===== config.mk =====
export PLATFORM = sky130hd
export DESIGN_NAME = fall_monitor_multi
export DESIGN_NICKNAME = d
export VERILOG_FILES = /design/src/rtl/fall_monitor_pkg.sv /design/src/rtl/fall_channel_fsm.sv /design/src/rtl/fall_monitor_multi.sv
export SDC_FILE = /design/constraint.sdc
export NUM_CORES = 1
export LEC_CHECK = 0
export CAP_MARGIN = 20
export CELL_PAD_IN_SITES_DETAIL_PLACEMENT = 1
export CELL_PAD_IN_SITES_GLOBAL_PLACEMENT = 1
export CORE_AREA = 2 2 105 107
export CTS_CLUSTER_DIAMETER = 80
export CTS_CLUSTER_SIZE = 25
export DETAILED_ROUTE_END_ITERATION = 10
export DIE_AREA = 0 0 107 109
export PLACE_DENSITY = 0.85
export REMOVE_ABC_BUFFERS = 1
export SLEW_MARGIN = 5
export SYNTH_ARGS = -nofsm -noshare
export SYNTH_HDL_FRONTEND = slang
export SYNTH_HIERARCHICAL = 1
export SYNTH_SLANG_ARGS = --single-unit

===== constraint.sdc =====
create_clock -name clk -period 3.03 [get_ports clk]
set_input_delay 0.7575 -clock clk [delete_from_list [all_inputs] [get_ports clk]]
set_output_delay 0.7575 -clock clk [all_outputs]
set_load 0.01 [all_outputs]

===== src/rtl/fall_monitor_pkg.sv =====
// -----------------------------------------------------------------------------
// fall_monitor_pkg
// Shared definitions for the multi-channel fall monitor:
//   ch_state_e  - per-channel state encoding
//   EVT_CNT_W   - width of the per-channel fall event counters
//   width_of()  - index/counter width helper, max(1, clog2(n))
// -----------------------------------------------------------------------------
package fall_monitor_pkg;

   typedef enum logic [2:0] {
      ST_IDLE,
      ST_DEBOUNCE,
      ST_RECOVERY,
      ST_ALARM,
      ST_ESCALATED
   } ch_state_e;

   localparam int unsigned EVT_CNT_W = 8;

   // A 1-entry selector or a counter that only ever holds 0 still needs one bit.
   function automatic int unsigned width_of(input int unsigned n);
      return (n < 2) ? 1 : $clog2(n);
   endfunction

endpackage


===== src/rtl/fall_channel_fsm.sv =====
// -----------------------------------------------------------------------------
// fall_channel_fsm
// One sensor channel: debounces the fall sensor, counts a recovery period in
// seconds, then raises an alarm and later escalates unless acknowledged.
// Ports:
//   clk, reset_n  - clock, asynchronous active-low reset
//   tick          - one-cycle pulse per second from the shared prescaler
//   sensor        - fall indication (synchronous to clk)
//   ack           - patient/caregiver acknowledge (level)
//   enable        - 0 forces the channel to IDLE and clears its counters
//   alarm         - registered, high in ALARM or ESCALATED
//   escalate      - registered, high in ESCALATED
//   confirm       - combinational pulse on the DEBOUNCE->RECOVERY transition
// -----------------------------------------------------------------------------
module fall_channel_fsm
   import fall_monitor_pkg::*;
#(
   parameter int unsigned STABLE_CYCLES = 5,
   parameter int unsigned RECOVERY_SECS = 30,
   parameter int unsigned ESCALATE_SECS = 60
) (
   input  logic clk,
   input  logic reset_n,
   input  logic tick,
   input  logic sensor,
   input  logic ack,
   input  logic enable,
   output logic alarm,
   output logic escalate,
   output logic confirm
);

   localparam int unsigned SEC_MAX = (RECOVERY_SECS > ESCALATE_SECS) ? RECOVERY_SECS
                                                                     : ESCALATE_SECS;
   localparam int unsigned CNT_W   = width_of(STABLE_CYCLES);
   localparam int unsigned SEC_W   = width_of(SEC_MAX);

   localparam logic [CNT_W-1:0] CNT_LAST = CNT_W'(STABLE_CYCLES - 1);
   localparam logic [SEC_W-1:0] REC_LAST = SEC_W'(RECOVERY_SECS - 1);
   localparam logic [SEC_W-1:0] ESC_LAST = SEC_W'(ESCALATE_SECS - 1);

   ch_state_e        state_q, state_d;
   logic [CNT_W-1:0] cnt_q, cnt_d;
   logic [SEC_W-1:0] sec_q, sec_d;
   logic             alarm_q, alarm_d;
   logic             escalate_q, escalate_d;

   always_comb begin
      // NOTE: every signal gets a default before the case so no path leaves
      // one unassigned; otherwise synthesis would infer latches.
      state_d = state_q;
      cnt_d   = cnt_q;
      sec_d   = sec_q;
      confirm = 1'b0;

      if (!enable) begin
         state_d = ST_IDLE;
         cnt_d   = '0;
         sec_d   = '0;
      end else begin
         unique case (state_q)
            ST_IDLE: begin
               if (sensor) begin
                  state_d = ST_DEBOUNCE;
                  cnt_d   = '0;
               end
            end
            // The entry sample plus STABLE_CYCLES samples here must all be high.
            ST_DEBOUNCE: begin
               if (!sensor) begin
                  state_d = ST_IDLE;
               end else if (cnt_q == CNT_LAST) begin
                  state_d = ST_RECOVERY;
                  sec_d   = '0;
                  confirm = 1'b1;
               end else begin
                  cnt_d = cnt_q + CNT_W'(1);
               end
            end
            // Sensor level is deliberately ignored once a fall is confirmed.
            ST_RECOVERY: begin
               if (ack) begin
                  state_d = ST_IDLE;
               end else if (tick) begin
                  if (sec_q == REC_LAST) begin
                     state_d = ST_ALARM;
                     sec_d   = '0;
                  end else begin
                     sec_d = sec_q + SEC_W'(1);
                  end
               end
            end
            ST_ALARM: begin
               if (ack) begin
                  state_d = ST_IDLE;
               end else if (tick) begin
                  if (sec_q == ESC_LAST) begin
                     state_d = ST_ESCALATED;
                  end else begin
                     sec_d = sec_q + SEC_W'(1);
                  end
               end
            end
            ST_ESCALATED: begin
               if (ack) begin
                  state_d = ST_IDLE;
               end
            end
            default: begin
               state_d = ST_IDLE;
               cnt_d   = '0;
               sec_d   = '0;
            end
         endcase
      end

      // Outputs follow the next state so they change on the same edge as it.
      alarm_d    = (state_d == ST_ALARM) || (state_d == ST_ESCALATED);
      escalate_d = (state_d == ST_ESCALATED);
   end

   always_ff @(posedge clk or negedge reset_n) begin
      if (!reset_n) begin
         state_q    <= ST_IDLE;
         cnt_q      <= '0;
         sec_q      <= '0;
         alarm_q    <= 1'b0;
         escalate_q <= 1'b0;
      end else begin
         // NOTE: non-blocking so every flop samples the pre-edge values.
         state_q    <= state_d;
         cnt_q      <= cnt_d;
         sec_q      <= sec_d;
         alarm_q    <= alarm_d;
         escalate_q <= escalate_d;
      end
   end

   assign alarm    = alarm_q;
   assign escalate = escalate_q;

endmodule


===== src/rtl/fall_monitor_multi.sv =====
// -----------------------------------------------------------------------------
// fall_monitor_multi
// NUM_CH independent fall-detection channels sharing one seconds prescaler,
// with a lowest-index priority encoder over the alarm vector.
// Optional build macro: FALL_EVENT_COUNT_EN adds an 8-bit saturating count of
// confirmed falls per channel, readable through event_sel/event_count. Without
// it event_count is tied to 0 and the ports are kept for interface stability.
// Ports:
//   clk, reset_n  - clock, asynchronous active-low reset
//   fall_sensor   - per-channel fall indication (synchronous)
//   patient_ack   - per-channel acknowledge (level)
//   ch_enable     - per-channel enable, 0 holds the channel in IDLE
//   alarm         - registered per-channel alarm
//   escalate      - registered per-channel escalation
//   alarm_any     - OR of alarm
//   alarm_id      - lowest alarming channel index, 0 when none
//   event_sel     - channel selected for event_count
//   event_count   - registered event count of the selected channel
// -----------------------------------------------------------------------------
module fall_monitor_multi
   import fall_monitor_pkg::*;
#(
   parameter int unsigned NUM_CH        = 4,
   parameter int unsigned STABLE_CYCLES = 5,
   parameter int unsigned RECOVERY_SECS = 30,
   parameter int unsigned ESCALATE_SECS = 60,
   parameter int unsigned CLKS_PER_SEC  = 1000000
) (
   input  logic                          clk,
   input  logic                          reset_n,
   input  logic [NUM_CH-1:0]             fall_sensor,
   input  logic [NUM_CH-1:0]             patient_ack,
   input  logic [NUM_CH-1:0]             ch_enable,
   output logic [NUM_CH-1:0]             alarm,
   output logic [NUM_CH-1:0]             escalate,
   output logic                          alarm_any,
   output logic [width_of(NUM_CH)-1:0]   alarm_id,
   input  logic [width_of(NUM_CH)-1:0]   event_sel,
   output logic [EVT_CNT_W-1:0]          event_count
);

   localparam int unsigned ID_W  = width_of(NUM_CH);
   localparam int unsigned PRE_W = width_of(CLKS_PER_SEC);

   localparam logic [PRE_W-1:0] PRE_LAST = PRE_W'(CLKS_PER_SEC - 1);

   // ---------------------------------------------------------------- prescaler
   logic [PRE_W-1:0] pre_q, pre_d;
   logic             tick;

   always_comb begin
      tick  = (pre_q == PRE_LAST);
      pre_d = tick ? '0 : pre_q + PRE_W'(1);
   end

   always_ff @(posedge clk or negedge reset_n) begin
      if (!reset_n) begin
         pre_q <= '0;
      end else begin
         pre_q <= pre_d;
      end
   end

   // ----------------------------------------------------------------- channels
   logic [NUM_CH-1:0] confirm;

   for (genvar g = 0; g < NUM_CH; g++) begin : g_ch
      fall_channel_fsm #(
         .STABLE_CYCLES (STABLE_CYCLES),
         .RECOVERY_SECS (RECOVERY_SECS),
         .ESCALATE_SECS (ESCALATE_SECS)
      ) u_ch (
         .clk      (clk),
         .reset_n  (reset_n),
         .tick     (tick),
         .sensor   (fall_sensor[g]),
         .ack      (patient_ack[g]),
         .enable   (ch_enable[g]),
         .alarm    (alarm[g]),
         .escalate (escalate[g]),
         .confirm  (confirm[g])
      );
   end

   // --------------------------------------------------------- priority encoder
   always_comb begin
      alarm_any = |alarm;
      alarm_id  = '0;
      // Scanning downward lets the lowest alarming index win.
      for (int i = NUM_CH - 1; i >= 0; i--) begin
         if (alarm[i]) begin
            alarm_id = ID_W'(i);
         end
      end
   end

   // ----------------------------------------------------------- event counters
`ifdef FALL_EVENT_COUNT_EN
   localparam int unsigned SEL_N = 1 << ID_W;

   logic [EVT_CNT_W-1:0] evt_q   [NUM_CH];
   logic [EVT_CNT_W-1:0] evt_d   [NUM_CH];
   logic [EVT_CNT_W-1:0] evt_pad [SEL_N];
   logic [EVT_CNT_W-1:0] event_count_q, event_count_d;

   always_comb begin
      for (int i = 0; i < NUM_CH; i++) begin
         evt_d[i] = (confirm[i] && (evt_q[i] != '1)) ? evt_q[i] + EVT_CNT_W'(1)
                                                      : evt_q[i];
      end
   end

   // Selector codes past the last channel read as zero.
   for (genvar s = 0; s < SEL_N; s++) begin : g_pad
      if (s < NUM_CH) begin : g_real
         assign evt_pad[s] = evt_q[s];
      end else begin : g_zero
         assign evt_pad[s] = '0;
      end
   end

   assign event_count_d = evt_pad[event_sel];

   always_ff @(posedge clk or negedge reset_n) begin
      if (!reset_n) begin
         // NOTE: this array is a handful of counters, not a RAM, so every
         // entry is reset; a real memory would be left out of the reset.
         for (int i = 0; i < NUM_CH; i++) begin
            evt_q[i] <= '0;
         end
         event_count_q <= '0;
      end else begin
         for (int i = 0; i < NUM_CH; i++) begin
            evt_q[i] <= evt_d[i];
         end
         event_count_q <= event_count_d;
      end
   end

   assign event_count = event_count_q;
`else
   // Confirm pulses and the selector have no consumer in this build.
   logic unused_evt;
   assign unused_evt  = ^{confirm, event_sel};
   assign event_count = '0;
`endif

endmodule

==> metrics, run 1 <==
Initial DRC Count 149; clk buf depth 2; Via density 5.792; Placer Congestion 0.8203; antenna violations before repair 0; Leak 0.002214 µW; post-synthesis average cell area 9.843 µm²; Nets 544; Die H 109 µm; Diodes inserted 0; Max Clock Skew 0.008786 ns; first-pass GRT wire length 19330 µm; Worst-Skew Late Latency 0.36 ns; max_slew headroom 0.3401; Syn-to-layout area delta 10.11%; Final Hold Viols 0; PostCTS Resize Cnt 0; Setup WS post-layout 0.3190 ns; largest net degree at the start of global routing 77; CTS tree yes; # clock sinks 76; # port buffers 24; CP arrival 2.96 ns; layout cells sized above 1 0.1284; Setup crit end kind flop; post-synthesis cell area 4803 µm²; GRT Overall Usage 0.2099; DP Wirelength 8213 µm; Period Utilization, post-route 0.8947; Num CTS Buffers 9; Crit path required time 3.28 ns; worst-path fanout max 11; RSZ-0062 raised after global routing no; DR WL/cell 17.80 µm; CTS root buf clkbuf_8; Worst VDD drop 0.0002317 V; CTS clock-pin slew for the worst setup and hold paths 0.08 ns; # IOs 35; Max Clock Freq 368.9 MHz; hold slack 0.5403 ns; GRT overflow 0; power per cell area 365.9 nW/µm²; hold_buf cts 0; Slew Viols, Final 0; Worst-Margin Slew 0.9899 ns; WL final 11640 µm; dpl ws 0.3486 ns; routed vias 3788; length of the first detailed-routing pass in iterations 4; setup TNS 0 ns; final setup violation count 0; Min-Delay Path Class input port to asynchronous set/reset pin; Chip Width 107 µm; Post-CTS Setup Repair Bufs 0; Tot Pwr 1935 µW; Startpoint Class flop; Yosys warnings 6; reg2reg path depth 8; status finished, final reports clean; depth of the CTS H-tree 3; Die ar. 11660 µm²; core area 10600 µm²; MaxCap Viol Count 0; FP Rows 38; Post-Synthesis Cells 488; Initial Util 0.4530; Crit Path Class flop to flop; fin crit period 2.711 ns; vias in the first global route 3913; antenna-violating nets left 0; residual DRC count 0
layer usage:
layer / track usage / routed length (µm)
met4: 0.08256 / 197
met1: 0.2677 / 5187
met3: 0.02989 / 241
met2: 0.3612 / 6017
met5: 0 / 0
power by group:
part	switching, µW	internal [µW]	total [µW]
logic	71.9	38.8	111
registers	10.4	1020	1030
clock network	378	416	794
total	461	1470	1940
critical path, cell delays in order (launching register included):
cell     delay [ns]
dfrtp_1        0.53
nor4b_1        0.31
nand4_1        0.17
nor2_2         0.46
nor2b_1        0.29
o21a_4         0.19
o22ai_4        0.07
or2_4          0.29
o31ai_1        0.29
state kept, by name (all words and copies together) (netlist names):
name	flops
g_ch.u_ch/state_q	12
g_ch.u_ch/alarm	4
g_ch.u_ch/escalate	4
g_ch.u_ch/sec_q	24
g_ch.u_ch/cnt_q	12
pre_q	20
cell type report:
cell class | instances | area [µm²]
fillers | 1192 | 5314
multi-input cells | 371 | 2668
flip-flops and latches | 76 | 1902
repair buffers | 26 | 252.7
well taps | 140 | 175.2
clock buffers | 12 | 155.1
inverters | 27 | 101.3
clock inverters | 2 | 35.03
worst paths after layout:
path | endpoint | slack (ns) | startpoint
worst max-delay path | g_ch[2].u_ch/sec_q[5] | 0.32 | pre_q[9]
worst max register to register | g_ch[2].u_ch/sec_q[5] | 0.32 | pre_q[9]
min in group clk | pre_q[0] | 0.54 | pre_q[0]
max in group asynchronous | g_ch[0].u_ch/state_q[1] | 1.83 | reset_n
worst min-delay path | g_ch[2].u_ch/cnt_q[0] | 0.54 | reset_n
worst min register to register | pre_q[0] | 0.54 | pre_q[0]
cell usage in the layout (no fill, tap or decap), types with 4 or more instances in the layout:
cell type and instances:
a21oi_1 12, o31ai_1 12, nand4_1 12, dfrtp_1 76, a21o_1 4, clkbuf_8 11
nand2b_2 6, inv_1 24, a31oi_1 9, nand2_1 39, nor2_1 28, mux2i_1 9
clkdlybuf4s50_1 23, nand2b_1 8, conb_1 8, nand3_1 27, xor2_1 7, xnor2_1 7
nor3_1 11, ha_1 17, o21ai_1 19, o21ai_0 10, and3_1 7, nor2b_1 23
nor3b_1 5, a41oi_1 4
metrics by stage:
step	std cells	cell area, µm²	utilization
after global routing	654	5289	0.4988
final	654	5289	0.4988
after detailed placement	640	5099	0.4809
after CTS	654	5289	0.4988
after floorplan	474	4671	-
after global placement	640	5099	0.4809
Power figures use the tool's default switching activity.
==> inputs of run 2 (changes only) <==
--- a/config.mk
+++ b/config.mk
@@ -5,14 +5,14 @@
 export SDC_FILE = /design/constraint.sdc
 export NUM_CORES = 1
 export LEC_CHECK = 0
-export CAP_MARGIN = 20
-export CELL_PAD_IN_SITES_DETAIL_PLACEMENT = 1
-export CELL_PAD_IN_SITES_GLOBAL_PLACEMENT = 1
-export CORE_AREA = 2 2 105 107
+export CAP_MARGIN = 30
+export CELL_PAD_IN_SITES_DETAIL_PLACEMENT = 2
+export CELL_PAD_IN_SITES_GLOBAL_PLACEMENT = 2
+export CORE_AREA = 2 2 116 118
 export CTS_CLUSTER_DIAMETER = 80
 export CTS_CLUSTER_SIZE = 25
 export DETAILED_ROUTE_END_ITERATION = 10
-export DIE_AREA = 0 0 107 109
+export DIE_AREA = 0 0 118 120
 export PLACE_DENSITY = 0.85
 export REMOVE_ABC_BUFFERS = 1
 export SLEW_MARGIN = 5
==> run 2 against run 1 <==
  * Core utilization down 7.8 points
  * Clock skew up 0.0015 ns
  * Flip-flop and latch count unchanged
  * Hold slack worse by 0.11 ns
  * Sequential power about the same
  * Largest power group is now the clock network
  * Final area up 3.4%
  * Highest routed layer unchanged
  * Clock-buffer cell count down 1
==> metrics, run 2 (same netlist as run 1, synthesis figures left out) <==
status finished, final reports clean; antenna-violating nets left 0; length of the first detailed-routing pass in iterations 4; Syn-to-layout area delta 13.83%; layout cells sized above 1 0.1337; CTS tree yes; flop2flop setup slack 0.34 ns; depth of the CTS H-tree 3; DP Wirelength 9449 µm; Startpoint Class flop; Via density 5.604; antenna violations before repair 0; Max stage delay on crit path 0.50 ns; Placer Congestion 0.8126; Worst-Skew Late Latency 0.34 ns; GRT Overall Usage 0.2033; largest net degree at the start of global routing 45; clk buf depth 2; PostCTS Resize Cnt 0; reg2reg path depth 9; power per cell area 420.0 nW/µm²; area occupied by multi-input gates 2668 µm²; Die ar. 14160 µm²; WL final 13700 µm; first-pass GRT wire length 23180 µm; Setup crit end kind flop; reg2reg start pre_q[11]; Crit path required time 3.25 ns; Leak 0.002268 µW; Max Clock Freq 371.8 MHz; vias in the first global route 4396; Nets 544; Diodes inserted 0; # IOs 35; WP buf/inv 1; Worst R2R End g_ch[2].u_ch/sec_q[4]; CP top delay family simple AND/OR/NAND/NOR gates; fillers 1382; Worst VDD drop 0.0002535 V; hold slack 0.4297 ns; CP arrival 2.91 ns; Max Clock Skew 0.01026 ns; FP Rows 42; GRT overflow 0; RSZ-0062 raised after global routing no; # port buffers 24; total stage count of the critical path 9; slowest CP cell dfrtp_1; residual DRC count 0; worst-path fanout max 14; fin crit period 2.690 ns; Chip Width 118 µm; Die H 120 µm; commonest non-fill, non-tap cell in the layout dfrtp_1; CTS root buf clkbuf_16; Largest regs g_ch.u_ch/sec_q (24), pre_q (20); Period Utilization, post-route 0.8877; max FFs per register 24; Min-Delay Path Class input port to asynchronous set/reset pin; Initial DRC Count 130; MaxCap Viol Count 0; CTS clock-pin slew for the worst setup and hold paths 0.07 ns; Slew Viols, Final 0; final setup violation count 0; Post-CTS Setup Repair Bufs 0; routed vias 3878; # clock sinks 76; commonest cells after routing, fill and taps aside 76 x dfrtp_1, 39 x nand2_1, 28 x nor2_1, 27 x nand3_1, 24 x inv_1; setup TNS 0 ns; hold_buf cts 0; Critical Path, Cell by Cell nor4b_1 -> nand4_1 -> nor2_2 -> buf_4 -> nor2b_1 -> o21a_4 -> o22ai_4 -> or2_4 -> o31ai_1; Initial Util 0.3701; Worst-Margin Slew 0.6094 ns; Num CTS Buffers 9; Crit Path Class flop to flop; Biggest register g_ch.u_ch/sec_q; Setup crit start pre_q[11]; DR WL/cell 19.80 µm; Final Hold Viols 0; register area 1902 µm²; max_slew headroom 0.5893; CP endpoint g_ch[2].u_ch/sec_q[4]; core area 12980 µm²
run 2: changes by cell type in the layout (fill, tap and decap cells not counted):
| cell | before | now |
|---|---|---|
| clkbuf_16 | 0 | 9 |
| clkbuf_1 | 1 | 0 |
| clkinvlp_4 | 0 | 2 |
| buf_12 | 0 | 1 |
| clkbuf_8 | 11 | 2 |
| inv_6 | 0 | 1 |
| buf_4 | 3 | 2 |
run 2: worst min path at each step:
stage / from / endpoint / slack (ns)
finish: reset_n / g_ch[1].u_ch/sec_q[3] / 0.43
global route: reset_n / g_ch[1].u_ch/sec_q[3] / 0.46
CTS: reset_n / g_ch[1].u_ch/sec_q[3] / 0.44
detailed placement: pre_q[0] / pre_q[0] / 0.51
global placement: pre_q[0] / pre_q[0] / 0.50
floorplan: reset_n / g_ch[0].u_ch/alarm / 0.46
run 2: stage by stage:
step | total power [µW] | utilization | setup slack, ns | instance area [µm²] | instances
after floorplan | 1101 | - | 0.7673 | 4671 | 474
after global placement | 1162 | 0.3972 | 0.5446 | 5156 | 676
after detailed placement | 1171 | 0.3972 | 0.4081 | 5156 | 676
after CTS | 2330 | 0.4212 | 0.3074 | 5468 | 692
after global routing | 2383 | 0.4212 | 0.1127 | 5468 | 692
final | 2296 | 0.4212 | 0.3402 | 5468 | 692
run 2: worst reg2reg max path, cell delays in order, from the launching register on:
cell     delay, ns
dfrtp_1       0.50
nor4b_1       0.37
nand4_1       0.18
nor2_2        0.19
buf_4         0.26
nor2b_1       0.25
o21a_4        0.18
o22ai_4       0.07
or2_4         0.29
o31ai_1       0.30
run 2: report_power, final:
group	internal [µW]	switching [µW]	total (µW)
registers	1020	11.0	1030
logic	41.9	78.6	120
clock network	685	459	1140
total	1750	548	2300
run 2: metal layers:
layer,global-route usage,part of all wire,vias to the layer above
met1,0.2481,0.43,2012
li1,-,-,1813
met4,0.05798,0.012,0
met2,0.3743,0.54,37
met3,0.02709,0.018,16
met5,0,0,-
run 2: area by class of cell:
class | instances | share of cell area
sequential | 76 | 0.3478
tap | 176 | 0.04027
clock inverter | 5 | 0.01076
multi-input combinational | 371 | 0.4879
clock buffer | 11 | 0.04622
timing repair buffer | 26 | 0.04851
inverter | 27 | 0.01854
==> edit: new RTL, settings of run 2 <==
Register the input `fall_sensor` before use, cleared by the reset. The logic sees it one clock later. The other inputs are not delayed to match.
--- a/src/rtl/fall_monitor_multi.sv
+++ b/src/rtl/fall_monitor_multi.sv
@@ -44,6 +44,16 @@
 
    localparam logic [PRE_W-1:0] PRE_LAST = PRE_W'(CLKS_PER_SEC - 1);
 
+   logic [NUM_CH-1:0] fall_sensor_q;
+
+   always_ff @(posedge clk or negedge reset_n) begin
+      if (!reset_n) begin
+         fall_sensor_q <= '0;
+      end else begin
+         fall_sensor_q <= fall_sensor;
+      end
+   end
+
    // ---------------------------------------------------------------- prescaler
    logic [PRE_W-1:0] pre_q, pre_d;
    logic             tick;
@@ -73,7 +83,7 @@
          .clk      (clk),
          .reset_n  (reset_n),
          .tick     (tick),
-         .sensor   (fall_sensor[g]),
+         .sensor   (fall_sensor_q[g]),
          .ack      (patient_ack[g]),
          .enable   (ch_enable[g]),
          .alarm    (alarm[g]),
Behaviour: no difference found for any inputs over 4 cycles, from zero or initial values and one cycle with reset_n low; that may be too few to reach the edited logic, so the function may still have changed.
==> edit against run 2 <==
- synthesized cell count grew 2.5%
- cell area grew 2.3%
- count of clock-buffer cells in the layout grew 1
- area after synthesis grew 1.8%
- sequential cell count grew 4
- global-route usage grew 0.16 points
- power grew 4.9%
- wire length shrank 2.6%
- critical path depth is the same
- worst setup slack gained 0.073 ns
- sequential share of layout area grew 1.0 points
- die area is the same
==> edit: results (changes against run 2) <==
# fillers = 1387 (+0.36%)
hpwl dp = 9678 µm (+2.4%)
routed via count = 4030 (+3.9%)
dpl ws = 0.4294 ns (+0.02128 ns)
number of global-route vias before repair = 4528 (+3.0%)
status = finished, final reports clean
final setup skew = 0.003610 ns (-0.006645 ns)
Net Sw Frac = 21.92% (-2.0 points)
CP max stage delay = 0.48 ns (-0.02 ns)
r2r setup slk = 0.41 ns (+0.07 ns)
Post-CTS Setup Repair Bufs = 0 (unchanged)
First DRT Iteration DRCs = 176 (+35%)
worst setup path endpoint = g_ch[1].u_ch/sec_q[0]
power share of the clock group = 49.7% (about the same)
drt wl/cell = 18.96 µm (-4.3%)
Final Power = 2.409 mW (+4.9%)
Worst IR Drop VDD = 0.1984 mV (-22%)
first-pass GRT wire length = 23180 µm (about the same)
All-Layer GR Usage = 20.49% (+0.16 points)
layout cell share with drive strength beyond 1 = 11.93% (-1.4 points)
Worst Path Max Fanout = 13 (-1)
fmax = 382.2 MHz (+2.8%)
Data arrival, critical path = 2.84 ns (-0.07 ns)
pin count of the biggest net entering global routing = 49 (+8.9%)
Root Buffer = clkbuf_16
Port Buf Inserts = 24 (unchanged)
fin nets = 557 (+2.4%)
routability cong. = 0.7958 (-2.1%)
edit: through the flow:
stage	std cells	hold slack, ns	instance area [µm²]	utilization (%)
2_1_floorplan	484	0.4619	4766	-
3_3_place_gp	689	0.4990	5274	40.63
3_5_place_dp	689	0.5243	5274	40.63
4_1_cts	704	0.3692	5595	43.11
5_1_grt	704	0.3921	5595	43.11
6_report	704	0.3569	5595	43.11
edit: cell type report:
type / instances / share of cell area (%)
Inverter: 29 / 2.080
Tap cell: 176 / 3.936
Clock inverter: 3 / 1.163
Sequential cell: 80 / 35.78
Clock buffer: 12 / 4.584
Multi-Input combinational cell: 375 / 47.32
Timing Repair Buffer: 29 / 5.143
edit: layer usage:
| layer | up-vias | part of all wire [%] | track usage (%) |
|---|---|---|---|
| met5 | - | 0 | 0 |
| met4 | 0 | 2.8 | 8.961 |
| met3 | 25 | 2.0 | 3.612 |
| met2 | 44 | 53 | 37.14 |
| met1 | 2071 | 42 | 23.69 |
| li1 | 1890 | - | - |
edit: worst max-delay path: cells and delay by family (launching register included):
kind	cells	cell delay, ns
AND/OR/NAND/NOR	4	0.98
buffers and inverters	2	0.29
AO/OA/AOI/OAI	3	0.75
flip-flops	1	0.48
edit: worst min path at each step:
stage / start / to / slack [ns]
after floorplan: reset_n / fall_sensor_q[0] / 0.46
after global placement: g_ch[0].u_ch/sec_q[4] / g_ch[0].u_ch/sec_q[4] / 0.50
after detailed placement: g_ch[0].u_ch/cnt_q[2] / g_ch[0].u_ch/cnt_q[2] / 0.52
after CTS: reset_n / g_ch[0].u_ch/cnt_q[2] / 0.37
after global routing: reset_n / g_ch[0].u_ch/cnt_q[2] / 0.39
final: reset_n / g_ch[0].u_ch/cnt_q[2] / 0.36
